<file path="config.mk">
export PLATFORM = sky130hd
export DESIGN_NAME = prod_serializer
export DESIGN_NICKNAME = d
export VERILOG_FILES = /design/src/rtl/prod_serializer.sv
export SDC_FILE = /design/constraint.sdc
export NUM_CORES = 2
export LEC_CHECK = 0
export CAP_MARGIN = 10
export CORE_AREA = 3 3 475 477
export DETAILED_ROUTE_END_ITERATION = 10
export DIE_AREA = 0 0 478 480
export GPL_TIMING_DRIVEN = 1
export SLEW_MARGIN = 20
export SYNTH_ARGS = -nofsm -noshare
export SYNTH_HDL_FRONTEND = slang
export SYNTH_SLANG_ARGS = --single-unit
</file>
<file path="constraint.sdc">
create_clock -name clk -period 6.1 [get_ports clk]
set_input_delay 0.61 -clock clk [delete_from_list [all_inputs] [get_ports clk]]
set_output_delay 0.61 -clock clk [all_outputs]
set_load 0.1 [all_outputs]
</file>
<file path="src/rtl/prod_serializer.sv">
// Wide-product serializer: captures a signed PW-bit product and emits it as
// NW words of WW bits, least-significant first, with ready/valid on both sides.
module prod_serializer #(
  parameter int unsigned PW = 1142,
  parameter int unsigned WW = 64,
  localparam int unsigned NW = (PW + WW - 1) / WW,
  localparam int unsigned IW = (NW > 1) ? $clog2(NW) : 1
) (
  input  logic          clk,
  input  logic          rst,
  input  logic          in_valid,
  input  logic [PW-1:0] in_data,
  output logic          in_ready,
  output logic          out_valid,
  input  logic          out_ready,
  output logic [WW-1:0] out_data,
  output logic [IW-1:0] out_idx,
  output logic          out_last,
  output logic          overflow
);

  typedef enum logic {IDLE, SEND} state_t;

  localparam logic [IW-1:0] LAST_IDX = IW'(NW - 1);

  state_t           state_q, state_d;
  logic [PW-1:0]    hold_q;
  logic [IW-1:0]    idx_q, idx_d;
  logic [NW*WW-1:0] hold_ext;
  logic [WW-1:0]    words [NW];
  logic             is_last, capture, accept;

  // Sign-fill the padding above PW-1 so the final word reads as a signed value.
  always_comb begin
    hold_ext           = {(NW*WW){hold_q[PW-1]}};
    hold_ext[PW-1:0]   = hold_q;
  end

  always_comb begin
    for (int unsigned k = 0; k < NW; k++) begin
      words[k] = hold_ext[k*WW +: WW];
    end
  end

  always_comb begin
    out_valid = (state_q == SEND);
    is_last   = out_valid && (idx_q == LAST_IDX);
    out_last  = is_last;
    in_ready  = !out_valid || (is_last && out_ready);
    capture   = in_valid && in_ready;
    overflow  = in_valid && !in_ready;
    accept    = out_valid && out_ready;
    out_idx   = idx_q;
    out_data  = out_valid ? words[idx_q] : '0;
  end

  always_comb begin
    state_d = state_q;
    idx_d   = idx_q;
    case (state_q)
      IDLE: begin
        if (capture) begin
          state_d = SEND;
          idx_d   = '0;
        end
      end
      SEND: begin
        if (accept) begin
          if (is_last) begin
            // A capture on the last accept chains straight into the next product.
            idx_d = '0;
            if (!capture) state_d = IDLE;
          end else begin
            idx_d = idx_q + IW'(1);
          end
        end
      end
      default: begin
        state_d = IDLE;
        idx_d   = '0;
      end
    endcase
  end

  always_ff @(posedge clk or negedge rst) begin
    if (!rst) begin
      state_q <= IDLE;
      idx_q   <= '0;
      hold_q  <= '0;
    end else begin
      state_q <= state_d;
      idx_q   <= idx_d;
      if (capture) hold_q <= in_data;
    end
  end

endmodule

</file>
==> flow_summary.toml <==
[status]
status = "completed"

[placement]
post_dp_cell_area_um2 = 66800
gp_congestion = 0.883
portBuffers = 1218
dpl.hpwl_mm = 171
place_inst = 7241

[cts]
cts_tree = "built"
cts_resized = 0
root_buffer = "clkbuf_16"
clk_pin_slew_ps = 60
clkLatencyLatePin_ps = 760
postCtsSetupBuffers = 0
numCtsBuffers = 137
clockBufferDepth = 3
cts_hold_buffers = 1
htree_levels = 4
cts.sink_count = 1148

[critical_path]
required_ps = 5490
worstReg2RegEnd = "hold_q[445]"
r2r_start = "out_idx[1]"
r2r_setup_slack_ps = 2190
cp.arrival_ps = 4630
start_kind = "register"
endpoint_kind = "output port"
critical_path_class = "register to output port"
r2r_cells = 8
cp_max_fo = 28

[route]
vias = 34381
first_pass_iters = 5
drt-initial-drc-count = 2065
via_per_inst = 4.57
drt_wl_total_mm = 218
remaining_drc_errors = 0
wl_per_cell_um = 29.0
drt.antenna.violating_nets = 0

[die]
start_util = 0.232
die_h_um = 480
fp.dieW_um = 478
core_um2 = 222000
rows = 173
ios = 1219
die_area_um2 = 229000

[worst_hold_path]
hold_class = "input port to register"
hold_depth = 2
hold_start = "in_data[1017]"
min_to = "hold_q[1017]"

[global_routing]
grt_pass1_vias = 36795
overflow = 0
grt_start_max_net_pins = 170
gr-usage-all-layers = 0.185
grt_pass1_wl_mm = 297
antenna_found_initial = 102

[finish]
final_area_um2 = 71500
area_delta_synth_final_pct = 39.2
final_cells = 7516
fillers = 21877
layout_commonest_cell = "clkdlybuf4s50_1"
drive_gt1_frac = 0.294
final_cell_mix = "1153 x clkdlybuf4s50_1, 1145 x dfrtp_1, 760 x mux2_2, 382 x mux2_1, 245 x mux2i_1"
nets = 5555

[power_and_ir_drop]
vdd_drop_max_uv = 510
power-per-cell-area_nw_per_um2 = 383
leakagePower_nw = 29.6
total_power_mw = 27.4

[timing]
setup-tns-final_ps = 0
finClkSkew_ps = 34.6
max-slew-margin-rel = 0.135
hold_ws_ps = 429
slew_viol_final = 0
setup_viol = 0
period_share = 0.858
fmax_ghz = 0.191
hold_viol = 0
tightest_slew_ps = 1280
period_needed_ps = 5240
rsz0062_at_grt = "false"

[logic_synthesis]
synth-seq-cells = 1148
syn_area_um2 = 51400
synth_cells = 3211
synth_area_per_cell_um2 = 16.0
ys_seq_area_frac = 0.559
yosysUniqueCellTypes = 36
syn-num-nets = 4359
yosysWarnings = 0

[run]
drv_cap = 0
==> power breakdown <==
group	switching (mW)	internal (mW)	total, mW
Sequential	0.680	8.51	9.19
Combinational	6.49	3.27	9.77
Clock	3.51	4.89	8.40
==> stage by stage <==
step	setup slack, ps	util
after floorplan	1130	-
after global placement	1240	0.301
after detailed placement	1460	0.301
after CTS	576	0.322
after global routing	602	0.322
final	865	0.322
==> synthesized netlist by cell type <==
cell | instances | area share
dfrtp_1 | 1148 | 0.56
mux2_2 | 760 | 0.17
mux2_1 | 382 | 0.084
mux2i_1 | 245 | 0.048
mux4_2 | 192 | 0.084
buf_2 | 117 | 0.011
clkbuf_1 | 75 | 0.0055
o21ai_0 | 69 | 0.0067
a221oi_1 | 64 | 0.011
o221ai_1 | 64 | 0.011
buf_4 | 35 | 0.0051
a21oi_1 | 11 | 0.0011
buf_6 | 10 | 0.0022
buf_1 | 5 | 0.00037
inv_1 | 4 | 0.00029
nand2_1 | 3 | 0.00022
nor2_1 | 3 | 0.00022
nor3b_1 | 3 | 0.00044
a21o_1 | 2 | 0.00029
ha_1 | 2 | 0.00049
nand3_1 | 2 | 0.00019
a21boi_1 | 1 | 0.00015
and2_1 | 1 | 0.00012
and3_1 | 1 | 0.00012
clkinv_1 | 1 | 0.000073
nand2b_1 | 1 | 0.00012
nand3b_1 | 1 | 0.00015
nand4b_1 | 1 | 0.00017
nor2_4 | 1 | 0.00022
nor2b_1 | 1 | 0.00012
nor4bb_4 | 1 | 0.00049
o21a_1 | 1 | 0.00015
o22ai_1 | 1 | 0.00012
o31ai_1 | 1 | 0.00015
or2_2 | 1 | 0.00012
or3b_2 | 1 | 0.00017
==> flip-flops by register name (all words and copies together), names as in the netlist <==
register / count
out_idx: 5
hold_q: 1142
out_valid: 1
==> critical path, cell delays in order, from the launching register on <==
cell	delay, ps
dfrtp_4	800
buf_4	510
buf_4	330
mux2i_1	100
a221oi_1	600
o21ai_0	490
o221ai_1	500
buf_4	440
==> layout make-up <==
type / instances / area [um^2] / area share
multi-input cells: 1816 / 21400 / 0.299
clock buffers: 198 / 4020 / 0.0562
inverters: 5 / 26.3 / 0.000367
flip-flops and latches: 1148 / 28700 / 0.402
repair buffers: 1299 / 12900 / 0.180
clock inverters: 48 / 639 / 0.00894
well taps: 2975 / 3720 / 0.0521
diodes: 27 / 67.6 / 0.000945
==> worst max-delay path by stage <==
| stage | end | depth (start not counted) | startpoint | slack [ps] |
|---|---|---|---|---|
| after global routing | out_data[1] | 7 | out_idx[1] | 600 |
| final | out_data[1] | 7 | out_idx[1] | 860 |
| after global placement | out_data[7] | 5 | out_idx[0] | 1240 |
| after floorplan | overflow | 9 | out_idx[1] | 1130 |
| after detailed placement | out_data[7] | 7 | out_idx[1] | 1460 |
| after CTS | out_data[7] | 7 | out_idx[1] | 580 |
==> layer usage <==
| metal | share of wire | GRT usage |
|---|---|---|
| met5 | 0.0031 | 0 |
| met4 | 0.026 | 0.0475 |
| met3 | 0.094 | 0.0700 |
| met2 | 0.46 | 0.296 |
| met1 | 0.41 | 0.234 |
==> kinds of logic (layout without fill, tap and decap cells) <==
group,Yosys count,after routing,share of synthesized area
DFF,1148,1148,0.559
adders and majority gates,2,2,0.000487
buffers and inverters,247,1550,0.0249
AOI/OAI and AO/OA,214,214,0.0305
other,0,27,0
and+or+nand+nor,21,21,0.00287
muxes,1579,1579,0.382
Note: power is estimated with default switching activity, not from simulation.
